File: config.mk
export PLATFORM = sky130hd
export DESIGN_NAME = rv2t_instruction_fetch
export DESIGN_NICKNAME = d
export VERILOG_FILES = /design/src/rtl/rv2t_instruction_fetch.sv
export SDC_FILE = /design/constraint.sdc
export NUM_CORES = 1
export LEC_CHECK = 0
export CAP_MARGIN = 30
export CORE_MARGIN = 3
export CORE_UTILIZATION = 37
export DETAILED_ROUTE_END_ITERATION = 6
export PLACE_DENSITY = 0.7
export SLEW_MARGIN = 20
export SYNTH_ARGS = -nofsm -noshare
export SYNTH_HDL_FRONTEND = slang
export SYNTH_SLANG_ARGS = --single-unit
export TNS_END_PERCENT = 5
File: constraint.sdc
create_clock -name clk -period 1.8 [get_ports clk]
set_input_delay 0.18 -clock clk [delete_from_list [all_inputs] [get_ports clk]]
set_output_delay 0.18 -clock clk [all_outputs]
set_load 0.005 [all_outputs]
File: src/rtl/rv2t_instruction_fetch.sv
// rtl/rv2t_instruction_fetch.sv - single-outstanding instruction fetch stage with redirect and timeout
module rv2t_instruction_fetch #(
    parameter int XLEN           = 32,
    parameter int PC_BITWIDTH    = 32,
    parameter int TIMEOUT_CYCLES = 255
) (
    input  logic                   clk,
    input  logic                   sync_reset,
    input  logic                   fetch_init,
    input  logic [PC_BITWIDTH-1:0] start_addr,
    input  logic                   fetch_next,
    input  logic                   jump_active,
    input  logic [PC_BITWIDTH-1:0] jump_addr,
    output logic                   mem_read_req,
    output logic [PC_BITWIDTH-1:0] mem_read_addr,
    input  logic                   mem_read_ack,
    input  logic [XLEN-1:0]        mem_read_data,
    output logic                   enable_out,
    output logic [XLEN-1:0]        IR_out,
    output logic [PC_BITWIDTH-1:0] PC_out,
    output logic                   exception_instr_addr_misaligned,
    output logic                   exception_fetch_timeout,
    output logic                   busy
);

    localparam logic [1:0] S_IDLE = 2'd0;
    localparam logic [1:0] S_REQ  = 2'd1;
    localparam logic [1:0] S_HOLD = 2'd2;

    // Counter value seen in the last S_REQ cycle that may still wait for an ack.
    localparam logic [15:0] TIMEOUT_LAST = 16'(TIMEOUT_CYCLES - 1);

    localparam logic [PC_BITWIDTH-1:0] PC_STEP = PC_BITWIDTH'(4);

    logic [1:0]             state;
    logic [PC_BITWIDTH-1:0] pc;
    logic [15:0]            wait_cnt;

    logic start_misaligned;
    logic jump_misaligned;
    logic timeout_hit;

    assign start_misaligned = (start_addr[1:0] != 2'b00);
    assign jump_misaligned  = (jump_addr[1:0] != 2'b00);
    assign timeout_hit      = (wait_cnt == TIMEOUT_LAST);

    // The memory address is the fetch PC itself; busy covers any fetch in flight or held.
    assign mem_read_addr = pc;
    assign busy          = (state == S_REQ) || (state == S_HOLD);

    // Fetch sequencer: fetch_init wins in every state, then per-state request/hold handling.
    always_ff @(posedge clk) begin
        if (sync_reset) begin
            state                           <= S_IDLE;
            pc                              <= '0;
            wait_cnt                        <= '0;
            mem_read_req                    <= 1'b0;
            enable_out                      <= 1'b0;
            IR_out                          <= '0;
            PC_out                          <= '0;
            exception_instr_addr_misaligned <= 1'b0;
            exception_fetch_timeout         <= 1'b0;
        end else begin
            // Strobes default low so each is exactly one cycle wide.
            enable_out                      <= 1'b0;
            exception_instr_addr_misaligned <= 1'b0;
            exception_fetch_timeout         <= 1'b0;

            if (fetch_init) begin
                // Restart abandons any pending request; a same-cycle ack is dropped.
                if (start_misaligned) begin
                    exception_instr_addr_misaligned <= 1'b1;
                    state                           <= S_IDLE;
                    mem_read_req                    <= 1'b0;
                end else begin
                    pc           <= start_addr;
                    wait_cnt     <= '0;
                    state        <= S_REQ;
                    mem_read_req <= 1'b1;
                end
            end else begin
                case (state)
                    S_REQ: begin
                        if (mem_read_ack) begin
                            // An ack on the limit cycle still delivers the word.
                            IR_out       <= mem_read_data;
                            PC_out       <= pc;
                            enable_out   <= 1'b1;
                            state        <= S_HOLD;
                            mem_read_req <= 1'b0;
                        end else if (timeout_hit) begin
                            exception_fetch_timeout <= 1'b1;
                            state                   <= S_IDLE;
                            mem_read_req            <= 1'b0;
                            wait_cnt                <= '0;
                        end else begin
                            wait_cnt <= wait_cnt + 16'd1;
                        end
                    end

                    S_HOLD: begin
                        if (fetch_next) begin
                            if (jump_active) begin
                                if (jump_misaligned) begin
                                    // Bad redirect target: PC stays, fetching stops.
                                    exception_instr_addr_misaligned <= 1'b1;
                                    state                           <= S_IDLE;
                                    mem_read_req                    <= 1'b0;
                                end else begin
                                    pc           <= jump_addr;
                                    wait_cnt     <= '0;
                                    state        <= S_REQ;
                                    mem_read_req <= 1'b1;
                                end
                            end else begin
                                // Sequential advance wraps naturally at the top of the address space.
                                pc           <= pc + PC_STEP;
                                wait_cnt     <= '0;
                                state        <= S_REQ;
                                mem_read_req <= 1'b1;
                            end
                        end
                    end

                    S_IDLE: begin
                        mem_read_req <= 1'b0;
                    end

                    default: begin
                        state        <= S_IDLE;
                        mem_read_req <= 1'b0;
                    end
                endcase
            end
        end
    end

endmodule

==> results of run 1 <==
[cell type report]
| cell class | count | area, um^2 | area share |
|---|---|---|---|
| Inverter | 24 | 90.09 | 0.009310 |
| Sequential cell | 118 | 2370 | 0.2449 |
| Tap cell | 211 | 264.0 | 0.02728 |
| Clock inverter | 12 | 152.6 | 0.01577 |
| Multi-Input combinational cell | 566 | 3381 | 0.3494 |
| Clock buffer | 19 | 442.9 | 0.04577 |
| Timing Repair Buffer | 320 | 2977 | 0.3076 |
[worst min-delay path by stage]
stage                             end  depth (start not counted)  slack, ps
finish              mem_read_addr[21]                          2         90
global route               PC_out[31]                          2        100
CTS                 mem_read_addr[21]                          2         60
detailed placement         IR_out[19]                          2        450
global placement           PC_out[22]                          2        440
floorplan                   IR_out[0]                          2        320
[where the power goes]
group	internal (mW)	switching [mW]	leakage [nW]	total [mW]
clock	2.20	1.25	0.282	3.45
combinational	0.516	0.412	2.32	0.927
sequential	2.67	0.0410	0.957	2.71
total	5.38	1.70	3.55	7.08
[synth_stat cells, types with 3 or more instances]
| library cell | n |
|---|---|
| a211oi_1 | 7 |
| a21boi_0 | 3 |
| a21o_1 | 7 |
| a21oi_1 | 111 |
| a221oi_1 | 3 |
| a22oi_1 | 10 |
| a311oi_1 | 3 |
| a31oi_1 | 7 |
| and2_1 | 6 |
| and3_1 | 7 |
| and4_1 | 4 |
| buf_1 | 3 |
| buf_2 | 7 |
| clkbuf_1 | 40 |
| dfxtp_1 | 118 |
| ha_1 | 6 |
| inv_1 | 23 |
| mux2i_1 | 9 |
| nand2_1 | 156 |
| nand2b_1 | 16 |
| nand3_1 | 24 |
| nand4_1 | 11 |
| nor2_1 | 38 |
| nor2b_1 | 6 |
| nor3_1 | 8 |
| nor3b_1 | 3 |
| nor4_1 | 8 |
| nor4b_1 | 3 |
| o211ai_1 | 6 |
| o21ai_0 | 25 |
| o21ai_1 | 3 |
| o21bai_1 | 4 |
| o2bb2ai_1 | 4 |
| o32ai_1 | 9 |
| o32ai_2 | 3 |
| or3_1 | 3 |
| xnor2_1 | 3 |
[stage by stage]
step | setup slack (ps) | power [mW] | area [um^2] | util
4_1_cts | -8.220 | 7.105 | 9513 | 0.6189
3_3_place_gp | -400.2 | 3.654 | 8896 | 0.5788
5_1_grt | -102.0 | 7.325 | 9677 | 0.6295
2_1_floorplan | -46.56 | 3.098 | 5903 | -
6_report | -4.182 | 7.083 | 9677 | 0.6295
3_5_place_dp | -495.9 | 3.660 | 8896 | 0.5788
[per-layer routing]
metal / wire length (um) / vias to the layer above / GRT usage
li1: - / 3290 / -
met1: 8957 / 3101 / 0.2934
met2: 10240 / 249 / 0.3826
met3: 1418 / 33 / 0.05496
met4: 465 / 0 / 0.08460
met5: 0 / - / 0
[sequential cells by signal (all words and copies together) (netlist names)]
| name | cells |
|---|---|
| mem_read_addr | 32 |
| PC_out | 32 |
| exception_instr_addr_misaligned | 1 |
| exception_fetch_timeout | 1 |
| mem_read_req | 1 |
| IR_out | 32 |
| wait_cnt | 16 |
| enable_out | 1 |
| state | 2 |
[cells by family after synthesis]
logic type      after synthesis
fa+ha+maj                     6
buf+inv                      75
mux                          12
simple gates                314
compound gates              228
xor+xnor                      5
flops                       118
[timing repair]
action                                  4_1_cts  5_1_grt
gates cloned                                  0        1
buffers inserted                              0        6
endpoints found under the setup margin       17       29
gates resized for setup                       8       25
pin swaps                                     3       10
[worst max-delay path, cell delays in order, from the launching register on]
cell and delay (ps):
dfxtp_2 340, inv_2 70, ha_4 130, nand3b_1 130
o311ai_2 280, o211ai_1 200, or2_4 340, buf_6 140
o2bb2ai_1 130
==> flow_summary.ini, run 1 <==
[sta]
max_freq_ghz = 0.5543
setup_viol = 2
fin_hold_ws_ps = 91.53
finalCriticalPeriod_ps = 1804
finalHoldViolCount = 0
post-route-period-util = 1.002
rsz0062_at_grt = true
worst_slew_pin_slew_ps = 553.4
tns_ps = -5.252
final.setup_skew_ps = 10.63
worst_slack_ps = -4.182
relSlewSlack = 0.6286
finalMaxSlewViolations = 0

[power_and_ir_drop]
p_per_area_nw_per_um2 = 732.0
p_leak_nw = 3.554
peakVddDrop_mv = 0.6416

[setup_path]
crit_type = flip-flop to flip-flop
start_kind = flip-flop
worstReg2RegEnd = wait_cnt[12]
crit_arrival_ps = 2160
r2r_slack_ps = -4
endpoint = wait_cnt[12]
crit_required_ps = 2150
endpoint_kind = flip-flop
path_max_fanout = 5
rr_startpoint = state[0]
ff2ff_path_depth = 8
crit_path_start = state[0]

[floorplan]
row_count = 45
die_x_um = 132.1
io_pins = 203
initial_core_util = 0.3827
die_area_um2 = 17450
die_y_um = 132.1
coreArea_um2 = 15370

[global_route]
grt_pass1_vias = 6238
overflow = 0
gr-usage-all-layers = 0.2310
grt_max_degree = 52
grt_pass1_wl_um = 32610
grt_antenna_before_repair = 0

[clock_tree]
clk_pin_slew_ps = 60
cts_num_sinks = 118
ctsHoldBuffers = 0
htreeDepth = 4
numCtsBuffers = 17
cts_buffer_depth = 2
insertion_delay_ps = 430
cts-root-buf = clkbuf_16
cts_tree = yes

[route]
drc_errors = 0
drt-initial-drc-count = 473
firstDrtPassIters = 7
wl_per_cell_um = 16.60
vias_per_cell = 5.254
drt_wl_total_um = 21080
antenna_left = 0
num_vias = 6673

[finish]
fin_nets = 1155
diodes = 0
stdcell_count = 1270
drive_gt1_frac = 0.1832
syn2layout_area_growth_pct = 64.52
final_common_cell = clkdlybuf4s50_1
fillers = 1329
final_cell_mix = clkdlybuf4s50_1, nand2_1, dfxtp_1, buf_4, a21oi_1

[synthesis]
synth.mux.area_fraction = 0.02106
synth_compound_area_frac = 0.2459
yosys-top-cells-area = dfxtp_1, nand2_1, a21oi_1
synthCells = 758
postSynthAreaPerCell_um2 = 7.760
ys_seq_area_frac = 0.4016
synth_area_um2 = 5882
yosysTopAreaCellShare = 0.4016
synth.ff_latch_count = 118
synth.largest_area_cell = dfxtp_1
synth_xor_area_frac = 0.007445
synth.net_count = 866
async_reset_ff_frac = 0
synth-adder-area-share = 0.01276
yosysUniqueCellTypes = 74
synthSimpleGateAreaFrac = 0.2612
synth_top_family_by_area = simple AND/OR/NAND/NOR gates
synth_warnings = 0
synth_edf_count = 0
synth-main-ff-cell = dfxtp_1

[min_path]
holdCritStartpoint = sync_reset
hp-class = primary input to flip-flop

[flow_run]
max_cap_violations = 0

[placement]
place_inst = 1232
hpwl_um = 15130
gp_congestion = 0.8475
port_buffers = 202

[status]
status = finished, violations left
violations = setup timing
(Power assumes the default switching activity.)
==> run 2: changes to the inputs <==
CORE_UTILIZATION = 36   (was 37)
HOLD_SLACK_MARGIN = 0.05   (was not set)
PLACE_DENSITY = 0.69   (was 0.7)
==> run 2 against run 1 <==
Compared with the run above:
- the flow now finishes without violations
- clock-buffer cell count is 1 lower
- sequential share of layout area is 0.20 points higher
- routed wire length is 1.6% lower
- die area is 2.6% higher
- setup slack better by 53 ps
- critical path depth stayed put
- highest routed layer unchanged
==> flow_summary.ini, run 2 (synthesis gave the netlist of run 1 again) <==
[sta]
finalCriticalPeriod_ps = 1751
final.setup_skew_ps = 5.823
worst_slew_pin_slew_ps = 474.8
worst_slack_ps = 49.07
post-route-period-util = 0.9727
finalMaxSlewViolations = 0
finalHoldViolCount = 0
rsz0062_at_grt = true
max_freq_ghz = 0.5711
setup_viol = 0
relSlewSlack = 0.6828
fin_hold_ws_ps = 147.0

[route]
antenna_left = 0
top_layer_used = met4
drc_errors = 0
drt_wl_total_um = 20740
num_vias = 6637
firstDrtPassIters = 6
dr_wl_met2_um = 9911
vias_per_cell = 5.214
drt-initial-drc-count = 385
wl_per_cell_um = 16.30
drt-met1-wl_um = 9140
dr_wl_met3_um = 1119

[finish]
multi_input_area_um2 = 3338
fillers = 1460
fin_nets = 1152
stdcell_count = 1273
final_common_cell = clkdlybuf4s50_1
final_cell_mix = clkdlybuf4s50_1, nand2_1, dfxtp_1
drive_gt1_frac = 0.1788
diodes = 0
seqCellArea_um2 = 2366
syn2layout_area_growth_pct = 62.94
postLayoutCellArea_um2 = 9584

[floorplan]
die_y_um = 133.8
coreArea_um2 = 15940
initial_core_util = 0.3689
die_x_um = 133.8
row_count = 46
die_area_um2 = 17910
io_pins = 203

[clock_tree]
cts_tree = yes
cts_buffer_depth = 2
htreeDepth = 4
cts_num_sinks = 118
numCtsBuffers = 17
cts-root-buf = clkbuf_16
insertion_delay_ps = 420
clk_pin_slew_ps = 60
ctsHoldBuffers = 0

[power_and_ir_drop]
power_mw = 6.879
p_leak_nw = 3.515
peakVddDrop_mv = 0.7078
p_per_area_nw_per_um2 = 717.8

[setup_path]
crit_arrival_ps = 2100
crit_buf_inv = 2
r2r_slack_ps = 50
crit_family = simple AND/OR/NAND/NOR gates
max_stage_delay_ps = 470
crit_type = flip-flop to flip-flop
path_max_fanout = 3
path_cells = inv_2, ha_4, nand3b_1, buf_4, o21ai_4, nand2b_1, or4_1, o211ai_1
endpoint_kind = flip-flop
cp_slowest_cell = or4_1
crit_required_ps = 2140
start_kind = flip-flop

[min_path]
hp-class = primary input to flip-flop

[placement]
hpwl_um = 15320
gp_congestion = 0.8750
place_area_um2 = 8912
place_inst = 1240
pre_cts_ws_ps = -381.4
port_buffers = 202

[status]
status = completed

[global_route]
grt_antenna_before_repair = 0
grt_pass1_vias = 6583
grt_max_degree = 69
gr-usage-all-layers = 0.2292
grt_pass1_wl_um = 33310
overflow = 0

[flow_run]
max_cap_violations = 0
## run 2: cell count changes in the layout (fill, tap and decap cells not counted), sizes merged
cell	delta
buf	-2
clkinvlp	+1
or2	-1
bufinv	-2
inv	+1
clkbuf	-1
clkinv	+2
## run 2: final timing paths
path | from | cells past startpoint | end
max | state[0] | 8 | mem_read_addr[26]
min | sync_reset | 2 | IR_out[20]
max reg2reg | state[0] | 8 | mem_read_addr[26]
min reg2reg | PC_out[18] | 2 | PC_out[18]
## run 2: what timing repair did
item | CTS | global route
endpoints found under the setup margin | 19 | 94
buffers inserted | 0 | 1
pin swaps | 1 | 4
gates resized for setup | 7 | 18
## run 2: power by group
part	switching, mW	total, mW	internal (mW)	leakage (nW)
sequential	0.0373	2.70	2.67	0.955
combinational	0.409	0.926	0.517	2.29
clock	1.31	3.25	1.94	0.269
## run 2: cell type report
class	instances	share of cell area
Multi-Input combinational cell	565	0.3483
Timing Repair Buffer	318	0.3077
Sequential cell	118	0.2469
Clock buffer	18	0.04582
Tap cell	216	0.02820
Clock inverter	14	0.01332
Inverter	24	0.009791
## run 2: stage by stage
stage	utilization	setup TNS (ps)
floorplan	-	-131.7
global placement	0.5590	-26720
detailed placement	0.5590	-33570
CTS	0.5959	-1.765
global route	0.6012	-245.1
finish	0.6012	0
## run 2: per-layer routing
metal | vias to the layer above | GRT usage
li1 | 3284 | -
met1 | 3103 | 0.2972
met2 | 208 | 0.3756
met3 | 42 | 0.04276
met4 | 0 | 0.09657
met5 | - | 0
==> run 3: changes to the inputs <==
CORE_UTILIZATION = 33   (was 36)
PLACE_DENSITY = not set   (was 0.69)
SKIP_LAST_GASP = 1   (was not set)
==> run 3 against run 2 <==
Compared with the run above:
- sequential share of layout area down 0.17 points
- first-iteration DRC count down 2.3%
- global-route usage down 1.4 points
- critical endpoint is now wait_cnt[0]
- setup slack worse by 42 ps
- combinational power up 0.4%
- critical path type unchanged
==> flow_summary.ini, run 3 (synthesis gave the netlist of run 1 again) <==
[floorplan]
die_y_um = 139.5
io_pins = 203
die_x_um = 139.5
die_area_um2 = 19460
initial_core_util = 0.3389
coreArea_um2 = 17360
row_count = 48

[setup_path]
cp_num_cells = 8
path_max_fanout = 7
crit_arrival_ps = 2130
ff2ff_path_depth = 8
r2r_slack_ps = 7
path_cells = inv_2, ha_4, nand3b_1, o311ai_2, o211ai_1, or2_4, buf_4, mux2i_1
crit_buf_inv = 2
crit_family = simple AND/OR/NAND/NOR gates
cp_slowest_cell = or2_4
start_kind = flip-flop
crit_required_ps = 2140
endpoint_kind = flip-flop
crit_type = flip-flop to flip-flop
max_stage_delay_ps = 330

[flow_run]
max_cap_violations = 0

[finish]
final_cell_mix = clkdlybuf4s50_1, nand2_1, dfxtp_1
fillers = 1636
stdcell_count = 1285
post-route-util = 0.5554
syn2layout_area_growth_pct = 63.88
drive_gt1_frac = 0.1689
diodes = 0
final_common_cell = clkdlybuf4s50_1
fin_nets = 1156
postLayoutCellArea_um2 = 9639

[power_and_ir_drop]
p_per_area_nw_per_um2 = 731.1
peakVddDrop_mv = 0.6445
power_mw = 7.048
p_leak_nw = 3.559

[route]
wl_per_cell_um = 16.50
num_vias = 6612
drc_errors = 0
antenna_left = 0
firstDrtPassIters = 5
drt_wl_total_um = 21200
vias_per_cell = 5.146
drt-initial-drc-count = 376

[sta]
worst_slack_ps = 7.171
rsz0062_at_grt = true
max_freq_ghz = 0.5578
worst_slew_pin_slew_ps = 488.7
tns_ps = 0
fin_hold_ws_ps = 206.7
finalMaxSlewViolations = 0
setup_viol = 0
relSlewSlack = 0.6720
finalHoldViolCount = 0
finalCriticalPeriod_ps = 1793
final.setup_skew_ps = 8.581
post-route-period-util = 0.9960

[status]
status = completed

[placement]
pre_cts_ws_ps = -323.6
hpwl_um = 15770
port_buffers = 202
place_area_um2 = 8979
place_inst = 1253
gp_congestion = 0.8457

[global_route]
grt_pass1_wl_um = 34180
overflow = 0
gr-usage-all-layers = 0.2152
grt_max_degree = 53
grt_pass1_vias = 6530
grt_antenna_before_repair = 0

[clock_tree]
ctsHoldBuffers = 0
cts_tree = yes
clk_pin_slew_ps = 50
cts_num_sinks = 118
cts-root-buf = clkbuf_16
htreeDepth = 4
insertion_delay_ps = 410
cts_buffer_depth = 2
numCtsBuffers = 17

[min_path]
hp-class = primary input to flip-flop
whs_path_depth = 2
[run 3: cell count changes in the layout (fill, tap and decap cells not counted), sizes merged]
cell	change
inv	-3
clkbuf	+4
bufinv	+2
clkdlybuf4s50	+1
buf	+4
dlymetal6s2s	-1
clkinvlp	-4
[run 3: cell type report]
class	count	area, um^2	area share
repair buffers	322	2998	0.3110
clock buffers	22	464.2	0.04816
clock inverters	9	126.4	0.01311
flip-flops and latches	118	2364	0.2452
well taps	225	281.5	0.02921
inverters	24	90.09	0.009346
multi-input cells	565	3316	0.3440
[run 3: repair_timing]
| item | 4_1_cts | 5_1_grt |
|---|---|---|
| pin swaps | 0 | 6 |
| buffers inserted | 0 | 1 |
| resized for setup | 1 | 12 |
| setup endpoints to repair | 20 | 44 |
[run 3: worst register-to-register path: cells and delay by family (launching register included)]
kind	cells	cell delay, ps
buffers and inverters	2	240
AO/OA/AOI/OAI	2	420
AND/OR/NAND/NOR	2	470
multiplexers	1	140
flip-flops	1	320
adder cells (fa/ha/maj)	1	140
[run 3: power by group]
part | internal, mW | switching (mW) | total (mW)
Clock | 2.23 | 1.18 | 3.41
Sequential | 2.67 | 0.0381 | 2.70
Combinational | 0.522 | 0.409 | 0.930
[run 3: routing by layer]
| layer | vias to the layer above | part of all wire | GRT usage |
|---|---|---|---|
| met5 | - | 0 | 0 |
| li1 | 3299 | - | - |
| met3 | 32 | 0.051 | 0.04467 |
| met4 | 0 | 0.020 | 0.07878 |
| met1 | 3077 | 0.45 | 0.2734 |
| met2 | 204 | 0.48 | 0.3613 |
[run 3: final timing paths]
check	from	endpoint
worst min-delay path	sync_reset	IR_out[25]
worst max register to register	state[0]	wait_cnt[0]
worst max-delay path	state[0]	wait_cnt[0]
worst min register to register	IR_out[25]	IR_out[25]
==> variant 1: new RTL, flow settings as in run 1 <==
Change the parameter `PC_BITWIDTH` from 32 to 64.
--- a/src/rtl/rv2t_instruction_fetch.sv
+++ b/src/rtl/rv2t_instruction_fetch.sv
@@ -1,7 +1,7 @@
 // rtl/rv2t_instruction_fetch.sv - single-outstanding instruction fetch stage with redirect and timeout
 module rv2t_instruction_fetch #(
     parameter int XLEN           = 32,
-    parameter int PC_BITWIDTH    = 32,
+    parameter int PC_BITWIDTH    = 64,
     parameter int TIMEOUT_CYCLES = 255
 ) (
     input  logic                   clk,
Interface: changed (resized PC_out, jump_addr, mem_read_addr and start_addr); port bits go from 203 to 331. No check against the original RTL was run, so the function may have changed too.
==> variant 1 against run 1 <==
The flow still finishes with violations (negative setup slack). Largest power group is now sequential cells. Sequential cell count is 64 higher. Total power is 42% higher. Synthesized cell count is 71% higher. Critical path type unchanged. Area after synthesis is 67% higher. Routed wire length is 110% higher. Count of clock-buffer cells in the layout is 2 lower. Final area is 70% higher. First-iteration DRC count grew to 2.8 times the old value. Worst setup slack worse by 0.29 ns. Highest routed layer unchanged. Maximum frequency is 14% lower.
==> variant 1: results (changes against run 1) <==
- Slew margin rel.: 0.667 (+0.0386)
- Most common cell in the netlist: nand2_1
- Worst-path clk slew: 0.08 ns (+0.02 ns)
- Layout cells sized above 1: 0.227 (+0.0437)
- Largest net degree at the start of global routing: 64 (+23%)
- Status: finished, violations left
- Setup Skew: 0.0178 ns (+0.00719 ns)
- Sum Neg Setup Slack: -10.24 ns (-10.24 ns)
- P_leak: 0.00587 uW (+65%)
- Initial antenna violation count: 0 (unchanged)
- Synth Area in Compound Gates: 0.256 (+0.00989)
- VDD IR max: 0.502 mV (-22%)
- R2R depth: 7 (-1)
- Layout filler cell count: 2181 (+64%)
- GPL Wtd Cong: 0.927 (+9.3%)
- Clk_lat worst skew: 0.45 ns (+0.02 ns)
- Max-cap violations: 0 (unchanged)
- Crit path max fanout: 6 (+1)
- Layout Nets: 1966 (+70%)
- Mux contribution to synthesized area: 0.0171 (-0.00398)
- Adder-cell area share of the yosys netlist: 0.00765 (-0.00512)
- Routed WL per cell: 20.3 um (+23%)
- Vias: 12300 (+84%)
- Initial drt markers: 1306 (+180%)
- Commonest cells in the netlist: nand2_1 (251), dfxtp_1 (182), a21oi_1 (160), clkbuf_1 (74), nor2_1 (67)
- GRT Util Overall: 0.283 (+0.0519)
- Critical Path Max Stage Delay: 0.39 ns (+0.05 ns)
- Failing checks: negative setup slack
- First-pass GRT wire length: 65400 um (+100%)
- DR pass1 iterations: 5 (-2)
- Top cells by area, synth: dfxtp_1 (37%), nand2_1 (9.6%), a21oi_1 (8.2%), o21ai_0 (3.3%), clkbuf_1 (2.8%)
- Sw Share: 0.301 (+0.0605)
- Xor/xnor share of the synthesized area: 0.00981 (+0.00237)
- Number of distinct standard cells referenced by the synthesized netlist: 79 (+6.8%)
- Port bufs: 330 (+63%)
- Final setup margin: -0.297 ns (-0.293 ns)
- # diodes: 0 (unchanged)
- Placed Cells incl. Taps: 2074 (+68%)
- Final setup violation count: 67 (+65)
- CP arrival: 2.41 ns (+0.25 ns)
- Cells after Synth: 1296 (+71%)
- Setup Slack @ Placement: -0.539 ns (-0.0427 ns)
- Post-synthesis sequential area ratio: 0.371 (-0.0305)
- Post-DP HPWL: 31300 um (+110%)
- Routed Wire Length: 43500 um (+110%)
variant 1: cell types whose count changed after synthesis, moves of 14 or more:
cell,before,now
nor2_1,38,67
nand4_1,11,34
or3_1,3,18
dfxtp_1,118,182
nand2_1,156,251
o21ai_0,25,65
nand3_1,24,41
a221o_1,2,16
nor3_1,8,25
clkbuf_1,40,74
a21oi_1,111,160
variant 1: path summary, 6_finish.rpt:
check,start,endpoint
hold / removal,sync_reset,mem_read_addr[44]
setup / recovery,mem_read_addr[20],mem_read_addr[56]
hold reg to reg,PC_out[7],PC_out[7]
setup reg to reg,mem_read_addr[20],mem_read_addr[56]
variant 1: layout make-up:
class                   count  share of cell area
clock buffers              17              0.0258
clock inverters            15              0.0120
inverters                  15             0.00342
multi-input cells         992               0.372
flip-flops and latches    182               0.223
well taps                 330              0.0251
repair buffers            586               0.338
variant 1: critical path, delay by kind of cell (launching register included):
kind	cells	cell delay, ns
buffers and inverters	2	0.44
and+or+nand+nor	4	1.08
AOI/OAI and AO/OA	1	0.07
DFF	1	0.39
variant 1: through the flow:
stage          instance area, sq um  hold slack (ns)  power, uW
6_report                      16500           0.0757      10100
3_3_place_gp                  15000            0.441       6020
2_1_floorplan                  9960            0.257       4950
5_1_grt                       16500           0.0659      10400
4_1_cts                       15900           0.0658       9980
3_5_place_dp                  15000            0.446       6040
variant 1: layer usage:
metal	GRT usage	vias up	wire length [um]	share of wire
li1	-	5771	-	-
met1	0.374	5864	17800	0.41
met2	0.478	607	21200	0.49
met3	0.0532	67	3510	0.081
met4	0.0690	0	955	0.022
met5	0	-	0	0
variant 1: power by group through the flow:
stage | Sequential [uW] | Combinational [uW] | Clock (uW)
floorplan | 4350 | 606 | 0
global placement | 4290 | 1720 | 0
detailed placement | 4300 | 1740 | 0
CTS | 4200 | 1760 | 4010
global route | 4220 | 1990 | 4190
finish | 4210 | 1870 | 3990
variant 1: kinds of logic after synthesis:
logic type | count (synthesis)
AND/OR/NAND/NOR | 565
AO/OA/AOI/OAI | 394
flip-flops | 182
buffers and inverters | 122
multiplexers | 16
XOR/XNOR | 11
adder cells (fa/ha/maj) | 6
variant 1: what timing repair did:
item,in CTS,in global routing
endpoints found under the setup margin,77,81
hold buffers,0,0
gates cloned,0,2
gates resized for setup,41,92
setup buffers,8,22
pin swaps,20,35
==> variant 2: new RTL, flow settings as in run 1 <==
Without the edit above. Reset style: asynchronous (`sync_reset`), changed in one clocked block.
--- a/src/rtl/rv2t_instruction_fetch.sv
+++ b/src/rtl/rv2t_instruction_fetch.sv
@@ -49,7 +49,7 @@
     assign busy          = (state == S_REQ) || (state == S_HOLD);
 
     // Fetch sequencer: fetch_init wins in every state, then per-state request/hold handling.
-    always_ff @(posedge clk) begin
+    always_ff @(posedge clk or posedge sync_reset) begin
         if (sync_reset) begin
             state                           <= S_IDLE;
             pc                              <= '0;
Behaviour: differs if sync_reset is asserted again (counterexample within 4 cycles, from zero or initial values and one cycle with sync_reset high); with sync_reset held inactive, the same outputs for 4 cycles.
==> variant 2 against run 1 <==
Count of clock-buffer cells in the layout rose by 4. Area after synthesis barely moved. The run still ends with negative setup slack left. Critical endpoint is now wait_cnt[11]. Sequential cell count did not move. Routed wire length fell by 9.1%. Worst setup slack got worse by 0.083 ns. Final area fell by 2.0%. Maximum frequency fell by 4.4%. Synthesized cell count fell by 11%. Critical path type unchanged. Global-route usage fell by 0.86 points.
Power is not compared: it rests on default switching activity, and its combinational part moved more than twofold at a synthesized area within 25%.
==> variant 2: results (changes against run 1) <==
- Largest net degree at the start of global routing: 73 (+40%)
- Mux contribution to synthesized area: 0.00340 (-0.0177)
- Critical Path Max Stage Delay: 0.58 ns (+0.24 ns)
- R2r endpoint: wait_cnt[11]
- Final Hold Slack: 0.180 ns (+0.0883 ns)
- Worst-Margin Slew: 0.434 ns (-0.120 ns)
- DR pass1 iterations: 6 (-1)
- Setup Skew: 0.0154 ns (+0.00482 ns)
- Routed Wire Length: 19200 um (-9.1%)
- Layout cells sized above 1: 0.156 (-0.0276)
- Vias in the first global route: 6086 (-2.4%)
- Syn Nets: 786 (-9.2%)
- Crit path max fanout: 8 (+3)
- Critical Path End: wait_cnt[11]
- Setup Slack @ Placement: -0.181 ns (+0.315 ns)
- Sum Neg Setup Slack: -0.708 ns (-0.703 ns)
- Placed Area: 8770 sq um (-1.4%)
- Failing checks: negative setup slack
- Number of distinct standard cells referenced by the synthesized netlist: 58 (-22%)
- Top cells by area, synth: dfrtp_1 (50%), nand2_1 (13%), o21ai_0 (4.8%), nor2_1 (2.6%), a21oi_1 (2.3%)
- Non-Filler Instances: 1175 (-7.5%)
- Status: finished, violations left
- Placed Cells incl. Taps: 1143 (-7.2%)
- Post-synthesis sequential area ratio: 0.502 (+0.100)
- Layout filler cell count: 1364 (+2.6%)
- Final setup violation count: 18 (+16)
- Post-DP HPWL: 14000 um (-7.2%)
- Async S/R FF share, synth: 1.00 (+1.00)
- Commonest cells in the netlist: nand2_1 (206), dfrtp_1 (118), o21ai_0 (56), nor2_1 (41), clkbuf_1 (31)
- Xor/xnor share of the synthesized area: 0 (-0.00745)
- Final setup margin: -0.0867 ns (-0.0825 ns)
- Hold path endpoint: exception_fetch_timeout
- Adder-cell area share of the yosys netlist: 0.0128 (about the same)
- Synth Area in Compound Gates: 0.198 (-0.0476)
- Via density: 5.20 (-1.1%)
- R2R depth: 6 (-2)
-- variant 2: cell types whose count changed after synthesis, sizes merged, moves of 10 or more --
| cell | before | now |
|---|---|---|
| a21oi | 111 | 27 |
| o32ai | 12 | 0 |
| nand2 | 156 | 206 |
| o31ai | 1 | 14 |
| dfxtp | 118 | 0 |
| o21ai | 29 | 63 |
| nand3 | 24 | 14 |
| nand2b | 16 | 1 |
| dfrtp | 0 | 118 |
-- variant 2: per-layer routing --
metal  track usage  up-vias  share of wire
met3        0.0584       27          0.065
met5             0        -              0
met2         0.355      221           0.47
met1         0.295     2914           0.45
met4        0.0747        0          0.019
li1              -     2944              -
-- variant 2: cell type report --
cell class	count	area (sq um)	area share
clock buffer	23	498	0.0525
clock inverter	8	120	0.0127
inverter	14	56.3	0.00594
multi-input combinational	505	2790	0.295
sequential	118	2950	0.311
tap	211	264	0.0278
timing repair buffer	296	2800	0.295
-- variant 2: repair_timing --
item	CTS	global route
buffers inserted	1	0
resized for setup	19	8
pin swaps	10	9
setup endpoints to repair	52	50
